$ cat config.mk
export PLATFORM = sky130hd
export DESIGN_NAME = button_conditioner_flat
export DESIGN_NICKNAME = d
export VERILOG_FILES = /design/src/rtl/raybox_input_pkg.sv /design/src/rtl/button_conditioner_if.sv /design/src/rtl/button_conditioner_channel.sv /design/src/rtl/button_conditioner.sv /design/src/flat_wrapper.sv
export SDC_FILE = /design/constraint.sdc
export NUM_CORES = 1
export LEC_CHECK = 0
export CORE_ASPECT_RATIO = 1.5
export CORE_MARGIN = 2
export CORE_UTILIZATION = 57
export CTS_CLUSTER_SIZE = 24
export DETAILED_ROUTE_END_ITERATION = 12
export PLACE_DENSITY = 0.75
export SLEW_MARGIN = 20
export SYNTH_ARGS = -nofsm -noshare
export SYNTH_HDL_FRONTEND = slang
export SYNTH_SLANG_ARGS = --single-unit
$ cat constraint.sdc
create_clock -name clk -period 2.2 [get_ports clk]
set_clock_uncertainty 0.2 [all_clocks]
set_input_delay 0.44 -clock clk [delete_from_list [all_inputs] [get_ports clk]]
set_output_delay 0.44 -clock clk [all_outputs]
set_load 0.005 [all_outputs]
$ cat src/rtl/raybox_input_pkg.sv
// Shared definitions for the raybox input blocks: channel count, repeat FSM
// encoding and the counter-width helper used by the button conditioner.
package raybox_input_pkg;

   localparam int NUM_BUTTONS = 4;

   typedef enum logic [1:0] {
      IDLE   = 2'd0,
      DELAY  = 2'd1,
      REPEAT = 2'd2
   } rpt_state_e;

   // Width able to hold 0..n-1; a single-cycle count still needs one bit.
   function automatic int unsigned cnt_width(input int unsigned n);
      return (n < 2) ? 1 : $clog2(n);
   endfunction

endpackage

$ cat src/rtl/button_conditioner_if.sv
// Button bundle: raw active-low inputs in, conditioned level/pulse outputs back.
interface button_conditioner_if;
   import raybox_input_pkg::*;

   logic [NUM_BUTTONS-1:0] btn_n;
   logic [NUM_BUTTONS-1:0] btn_level;
   logic [NUM_BUTTONS-1:0] btn_press;
   logic [NUM_BUTTONS-1:0] btn_release;
   logic [NUM_BUTTONS-1:0] btn_repeat;

   modport master (
      input  btn_n,
      output btn_level, btn_press, btn_release, btn_repeat
   );

   modport slave (
      output btn_n,
      input  btn_level, btn_press, btn_release, btn_repeat
   );

endinterface

$ cat src/rtl/button_conditioner_channel.sv
// One button: 2-flop synchronizer, debouncer and auto-repeat FSM.
// All outputs come straight from flops.
module button_channel
   import raybox_input_pkg::*;
#(
   parameter int unsigned DEBOUNCE_CYCLES = 250000,
   parameter int unsigned REPEAT_DELAY    = 12500000,
   parameter int unsigned REPEAT_PERIOD   = 2500000
) (
   input  logic clk,
   input  logic reset_n,
   input  logic btn_n,
   output logic btn_level,
   output logic btn_press,
   output logic btn_release,
   output logic btn_repeat
);

   localparam int unsigned DEB_W   = cnt_width(DEBOUNCE_CYCLES);
   localparam int unsigned RPT_MAX = (REPEAT_DELAY > REPEAT_PERIOD) ? REPEAT_DELAY : REPEAT_PERIOD;
   localparam int unsigned RPT_W   = cnt_width(RPT_MAX);

   localparam logic [DEB_W-1:0] DEB_TC    = DEB_W'(DEBOUNCE_CYCLES - 1);
   localparam logic [RPT_W-1:0] DELAY_TC  = RPT_W'(REPEAT_DELAY - 1);
   localparam logic [RPT_W-1:0] PERIOD_TC = RPT_W'(REPEAT_PERIOD - 1);

   logic             sync_q1;
   logic             sync_q2;
   logic             deb_level;
   logic [DEB_W-1:0] deb_cnt;
   logic [RPT_W-1:0] rpt_cnt;
   rpt_state_e       state;
   logic             press_evt;
   logic             release_evt;

   // deb_level leads btn_level by one cycle, so their difference is the edge event.
   assign press_evt   =  deb_level & ~btn_level;
   assign release_evt = ~deb_level &  btn_level;

   // Inversion happens on the way into the first flop so the reset value means "not held".
   always_ff @(posedge clk or negedge reset_n) begin
      if (!reset_n) begin
         sync_q1     <= 1'b0;
         sync_q2     <= 1'b0;
         deb_level   <= 1'b0;
         deb_cnt     <= '0;
         btn_level   <= 1'b0;
         btn_press   <= 1'b0;
         btn_release <= 1'b0;
      end else begin
         // NOTE: non-blocking assignments let every flop sample pre-edge values, so the
         // synchronizer really is two stages regardless of statement order.
         sync_q1 <= ~btn_n;
         sync_q2 <= sync_q1;
         if (sync_q2 == deb_level) begin
            deb_cnt <= '0;
         end else if (deb_cnt == DEB_TC) begin
            deb_level <= ~deb_level;
            deb_cnt   <= '0;
         end else begin
            deb_cnt <= deb_cnt + DEB_W'(1);
         end
         btn_level   <= deb_level;
         btn_press   <= press_evt;
         btn_release <= release_evt;
      end
   end

   always_ff @(posedge clk or negedge reset_n) begin
      if (!reset_n) begin
         state      <= IDLE;
         rpt_cnt    <= '0;
         btn_repeat <= 1'b0;
      end else begin
         btn_repeat <= 1'b0;
         // Release wins over a terminal count landing on the same edge.
         if (release_evt) begin
            state   <= IDLE;
            rpt_cnt <= '0;
         end else begin
            case (state)
               IDLE: begin
                  if (press_evt) begin
                     state   <= DELAY;
                     rpt_cnt <= '0;
                  end
               end
               DELAY: begin
                  if (rpt_cnt == DELAY_TC) begin
                     state      <= REPEAT;
                     rpt_cnt    <= '0;
                     btn_repeat <= 1'b1;
                  end else begin
                     rpt_cnt <= rpt_cnt + RPT_W'(1);
                  end
               end
               REPEAT: begin
                  if (rpt_cnt == PERIOD_TC) begin
                     rpt_cnt    <= '0;
                     btn_repeat <= 1'b1;
                  end else begin
                     rpt_cnt <= rpt_cnt + RPT_W'(1);
                  end
               end
               default: begin
                  state   <= IDLE;
                  rpt_cnt <= '0;
               end
            endcase
         end
      end
   end

endmodule

$ cat src/rtl/button_conditioner.sv
// Conditions the four raw K4..K1 buttons: one independent channel per button,
// no cross-channel logic.
module button_conditioner
   import raybox_input_pkg::*;
#(
   parameter int unsigned DEBOUNCE_CYCLES = 250000,
   parameter int unsigned REPEAT_DELAY    = 12500000,
   parameter int unsigned REPEAT_PERIOD   = 2500000
) (
   input  logic                 clk,
   input  logic                 reset_n,
   button_conditioner_if.master bus
);

   logic [NUM_BUTTONS-1:0] level_w;
   logic [NUM_BUTTONS-1:0] press_w;
   logic [NUM_BUTTONS-1:0] release_w;
   logic [NUM_BUTTONS-1:0] repeat_w;

   for (genvar i = 0; i < NUM_BUTTONS; i++) begin : g_ch
      button_channel #(
         .DEBOUNCE_CYCLES (DEBOUNCE_CYCLES),
         .REPEAT_DELAY    (REPEAT_DELAY),
         .REPEAT_PERIOD   (REPEAT_PERIOD)
      ) u_ch (
         .clk         (clk),
         .reset_n     (reset_n),
         .btn_n       (bus.btn_n[i]),
         .btn_level   (level_w[i]),
         .btn_press   (press_w[i]),
         .btn_release (release_w[i]),
         .btn_repeat  (repeat_w[i])
      );
   end

   assign bus.btn_level   = level_w;
   assign bus.btn_press   = press_w;
   assign bus.btn_release = release_w;
   assign bus.btn_repeat  = repeat_w;

endmodule

$ cat src/flat_wrapper.sv
// flat-port wrapper written by rule: the top's interface ports become plain ports
module button_conditioner_flat import raybox_input_pkg::*;
#(
   parameter int unsigned DEBOUNCE_CYCLES = 250000,
   parameter int unsigned REPEAT_DELAY    = 12500000,
   parameter int unsigned REPEAT_PERIOD   = 2500000
)
  (clk, reset_n, bus_btn_n, bus_btn_level, bus_btn_press, bus_btn_release, bus_btn_repeat);
  button_conditioner_if bus_i ();
  input  logic clk;
  input  logic reset_n;
  input wire logic [$bits(bus_i.btn_n)-1:0] bus_btn_n;
  output wire logic [$bits(bus_i.btn_level)-1:0] bus_btn_level;
  output wire logic [$bits(bus_i.btn_press)-1:0] bus_btn_press;
  output wire logic [$bits(bus_i.btn_release)-1:0] bus_btn_release;
  output wire logic [$bits(bus_i.btn_repeat)-1:0] bus_btn_repeat;
  assign bus_i.btn_n = bus_btn_n;
  assign bus_btn_level = bus_i.btn_level;
  assign bus_btn_press = bus_i.btn_press;
  assign bus_btn_release = bus_i.btn_release;
  assign bus_btn_repeat = bus_i.btn_repeat;
  button_conditioner #(.DEBOUNCE_CYCLES(DEBOUNCE_CYCLES), .REPEAT_DELAY(REPEAT_DELAY), .REPEAT_PERIOD(REPEAT_PERIOD)) u_core (.clk(clk), .reset_n(reset_n), .bus(bus_i));
endmodule
After elaboration in Yosys (flattened, before gate mapping)
Cells that the tools add are included.
{ "totals": {"ff_bits": 204, "output_inout_bits": 16} }
{ "op_classes": {"add_sub_neg": 8, "eq_ne": 36, "mux": 60, "n_reduce_logical": 12, "n_bitwise": 24} }
{ "op_table": {"columns": ["cell", "n"], "rows": [
  ["$mux 24", 16],
  ["$pmux 24 s3", 4],
  ["$mux 18", 8],
  ["$add 24x1->24 const B", 4],
  ["$eq 24x22->1 const B", 4],
  ["$eq 24x24->1 const B", 4],
  ["$add 18x1->18 const B", 4],
  ["$eq 18x18->1 const B", 4],
  ["$mux 2", 12],
  ["$ne 3x3->1 const B", 8],
  ["$pmux 2 s3", 4],
  ["$not 1->1", 16],
  ["$mux 1", 12],
  ["$reduce_and 3->1", 4],
  ["$and 1x1->1", 8],
  ["$eq 2x1->1 const B", 4],
  ["$eq 2x2->1 const B", 4],
  ["$logic_not 2->1", 4],
  ["$ne 2x2->1 const B", 4],
  ["$pmux 1 s2", 4],
  ["$reduce_and 2->1", 4],
  ["$eq 1x1->1", 4]
]} }

Logic depth before layout (Yosys ltp)
{ "depth": {"ltp_word": 5, "mapped_depth": 9} }

By module
Synthesis repeated with hierarchy kept, for this count alone.
{ "hier_totals": {"hier_cells": 1196, "area_unflattened_um2": 11129.4} }
{ "by_module_without_submodules": {"columns": ["module", "n_inst", "seq_area_each_um2", "area_per_inst_um2", "cells_per_inst"], "rows": [
  ["button_channel at u_core.g_ch[0].u_ch ...", 3, 1276.2, 2726.4, 289],
  ["button_channel at u_core.g_ch[3].u_ch", 1, 1276.2, 2950.3, 329]
]} }

Worst setup path after synthesis
Ideal clock, no wire load.
{ "synth_path": {"path_type": "register -> register", "start": "reg u_core.g_ch[2].u_ch.rpt_cnt[0]", "end": "reg u_core.g_ch[2].u_ch.rpt_cnt[23]", "t_required_ps": 1874, "slack_ps": -141, "period_less_slack_ps": 2341, "path_buffers": 1, "setup_time_ps": 126, "stages_incl_launch_ff": 9, "arrival_ps": 2015, "cell_sequence": "dfrtp_1 ha_1 and4_1 nand3_2 o41ai_4 a21oi_2 buf_6 o311a_1 a221o_1"} }
{ "synth_via": {"elab_chain_cells": 4} }
{ "synth_lines": {"columns": ["element", "line", "source"], "rows": [
  ["start, declared", "button_conditioner_channel.sv:31", "logic [RPT_W-1:0] rpt_cnt;"],
  ["start signal, assigned", "button_conditioner_channel.sv:94", "rpt_cnt <= rpt_cnt + RPT_W'(1);"],
  ["start signal, assigned", "button_conditioner_channel.sv:102", "rpt_cnt <= rpt_cnt + RPT_W'(1);"],
  ["$add 24x1->24, or another cell as far along", "button_conditioner_channel.sv:94, button_conditioner_channel.sv:102", null],
  ["$mux 24 (on tied branches)", "button_conditioner_channel.sv:98, button_conditioner_channel.sv:89", null],
  ["$pmux 24 s3 *", "button_conditioner_channel.sv:81", "case (state)"],
  ["$mux 24 *", "button_conditioner_channel.sv:77", "if (release_evt) begin"]
]} }
Every way passes the cells marked *; elsewhere a longest branch is shown, timed or not.
A chain may end at the register's enable or synchronous reset.

Worst setup path in the final report
{ "layout_path": {"start": "reg u_core.g_ch[0].u_ch.rpt_cnt[8]", "end": "reg u_core.g_ch[0].u_ch.rpt_cnt[21]"} }
{ "layout_via": {"elab_chain_cells": 4} }
{ "layout_lines": {"columns": ["element", "line"], "rows": [
  ["start, declared", "button_conditioner_channel.sv:31"],
  ["start signal, assigned", "button_conditioner_channel.sv:94"],
  ["start signal, assigned", "button_conditioner_channel.sv:102"],
  ["$add 24x1->24, or another cell as far along", "button_conditioner_channel.sv:94, button_conditioner_channel.sv:102"],
  ["$mux 24 (on tied branches)", "button_conditioner_channel.sv:98, button_conditioner_channel.sv:89"],
  ["$pmux 24 s3 *", "button_conditioner_channel.sv:81"],
  ["$mux 24 *", "button_conditioner_channel.sv:77"]
]} }
Marks and branches as above.

==> run metrics <==
die height 172 µm; Hold Fails Final Rpt 0; initial DRC count 561; residual DRC count 0; top-area cell type share of the netlist area 47.6%; register area share after synthesis 47.6%; Core Box Area 0.0185 mm²; synthesized cell area 0.0107 mm²; vias in the first global route 9028; crit path launch type flop; num rows between 60 and 70; first-pass GRT wire length 41400 µm; failing checks setup timing; Crit. End Element flop; Synth Area per Inst around 9.5 µm²; Critical Path RT 2.38 ns; top cells by area, synth dfrtp_1 (48%), nor2_1 (4.5%), a31oi_1 (4.1%); Layout Nets 1340; Clk Tree Root Cell clkbuf_16; run status finished with violations; Clock Path Buffers 3; Total GRT Usage roughly a quarter; largest area contributor in the netlist dfrtp_1; iteration count of the initial detailed-routing pass 5; Synth top cells by count dfrtp_1 (204), nor2_1 (130), nand2_1 (94); clk_lat worst skew 0.50 ns; CTS tree yes; Post-Route WL between 20000 and 30000 µm; Overflow after GRT 0; via count slightly above 9000; peak supply drop around 0.67 mV; Antenna Diode Count 0; dpl cell area 0.0122 mm²; CP arrival 2.50 ns; CP Max Fanout 6; Tcrit/Tclk final 105%; final instance area 0.0138 mm²; CTS clk-pin slew, worst paths around 0.070 ns; clock sink count 204; number of fill cells 1315; initial antenna violation count 0; worst hold slack approximately 0.15 ns; final setup fails 35; Largest Register u_core.g_ch.u_ch.rpt_cnt; share of cells above drive strength 1 between 20% and 30%; GPL Wtd Cong approximately 0.85; DRT antenna net count 0; Post-Syn Instances about 1100; Max Cap Viol 0; pre-CTS setup slack -0.184 ns; most frequent cell after synthesis dfrtp_1; Final WS setup -0.119 ns; worst slew pin tran 0.568 ns; area delta synth->final 28.2%; largest net degree at the start of global routing 58; Leak about 5.9 nW; Starting Density 58.1%; Syn Nets 1166; # port buffers 21; unrepaired setup endpoints after global routing true; Die X ~120 µm; fmax 431 MHz; count of boundary I/O pins 22; Distinct cells, synth 64; Hold Crit Class reg -> reg; CTS H-tree depth 1; fin. max-slew vios 0; pwr dens between 500 and 600 mW/mm²; via/cell ratio 5.95; slew margin rel. roughly 62%; Synth async-reset ratio 100%; EDFF count, synth 0; Regs by FF count u_core.g_ch.u_ch.rpt_cnt: 96 flops, u_core.g_ch.u_ch.deb_cnt: 72 flops, u_core.g_ch.u_ch.state: 8 flops; Most used DFF post-synth dfrtp_1; crit path time final 2.32 ns; Synth warnings 0; WS Path Type reg -> reg; Final Util 74.5%; full die area 0.0200 mm²; max reg flops 96; synthesized flop and latch total 204; WL per Instance ~17 µm; cts bufs inserted 21; detailed placer's ending HPWL 16400 µm
==> power by group <==
group          switching [mW]  internal [mW]
clock                    1.53           2.13
sequential             0.0209           3.78
combinational           0.117         0.0584
==> metrics by stage <==
step	power, mW	TNS, ns	instances
global placement	4.04	-1.36	1497
finish	7.63	-1.78	1572
global route	7.88	-6.51	1572
floorplan	3.91	-0.161	1132
CTS	7.70	-0.369	1546
detailed placement	4.05	-3.40	1497
==> cell usage in the layout (no fill, tap or decap), drive strengths merged, types with 9 or more instances in the layout <==
cell type      count
a22o              12
xnor2             40
nor2             130
dfrtp            204
ha                28
clkdlybuf4s50     20
a21o              11
nor4              22
nand2b            14
o21ai             34
nor2b             12
and3              19
xor2              32
clkbuf            27
a41oi              9
a31oi             71
and2              13
nor3              26
nand4             36
nand3             80
inv               42
nand2             95
buf              187
and4              16
a21oi             56
==> layout make-up <==
type | count | area (µm²) | area share, %
Clock buffer | 26 | 584 | 4.25
Clock inverter | 11 | 120 | 0.873
Tap cell | 252 | 315 | 2.29
Sequential cell | 204 | 5110 | 37.1
Inverter | 41 | 154 | 1.12
Timing Repair Buffer | 209 | 1780 | 12.9
Multi-Input combinational cell | 829 | 5700 | 41.4
==> per-layer routing <==
metal / share of wire, % / global-route usage, % / routed length, µm / up-vias
met3: 3.3 / 2.98 / 865 / 88
met4: 4.0 / 10.3 / 1050 / 0
met1: 40 / 30.0 / 10600 / 4609
met5: 0 / 0 / 0 / -
li1: - / - / - / 4437
met2: 53 / 45.6 / 13900 / 220
==> worst paths after layout <==
check / start / endpoint / slack, ns / depth (start not counted)
hold / removal: u_core.g_ch[2].u_ch.sync_q1 / u_core.g_ch[2].u_ch.sync_q2 / 0.15 / 0
hold reg to reg: u_core.g_ch[2].u_ch.sync_q1 / u_core.g_ch[2].u_ch.sync_q2 / 0.15 / 0
max in group asynchronous: reset_n / u_core.g_ch[3].u_ch.deb_cnt[15] / 0.90 / 3
setup reg to reg: u_core.g_ch[0].u_ch.rpt_cnt[8] / u_core.g_ch[0].u_ch.rpt_cnt[21] / -0.12 / 6
min in group asynchronous: reset_n / u_core.g_ch[0].u_ch.rpt_cnt[10] / 0.29 / 2
setup / recovery: u_core.g_ch[0].u_ch.rpt_cnt[8] / u_core.g_ch[0].u_ch.rpt_cnt[21] / -0.12 / 6
==> cells by family after synthesis <==
| group | Yosys count | share of synthesized area (%) |
|---|---|---|
| buffers and inverters | 101 | 4.58 |
| flip-flops | 204 | 47.6 |
| AO/OA/AOI/OAI | 222 | 13.8 |
| AND/OR/NAND/NOR | 500 | 24.4 |
| adder cells (fa/ha/maj) | 28 | 3.26 |
| multiplexers | 5 | 0.490 |
| XOR/XNOR | 72 | 5.88 |
==> critical path, cell delays in order, from the launching register on <==
cell     delay [ns]
dfrtp_1        0.41
nor2_1         0.22
nand3_1        0.21
o41ai_4        0.52
a21oi_4        0.15
and3_1         0.21
a211o_1        0.28
==> timing repair <==
| action | 4_1_cts | 5_1_grt |
|---|---|---|
| gates cloned | 2 | 2 |
| pin swaps | 14 | 42 |
| endpoints found under the setup margin | 55 | 95 |
| endpoints found under the hold margin | 48 | 0 |
| gates resized for setup | 26 | 89 |
| buffers inserted | 9 | 24 |
| hold buffers | 1 | 0 |
No activity file was read; power rests on OpenSTA's default activity.
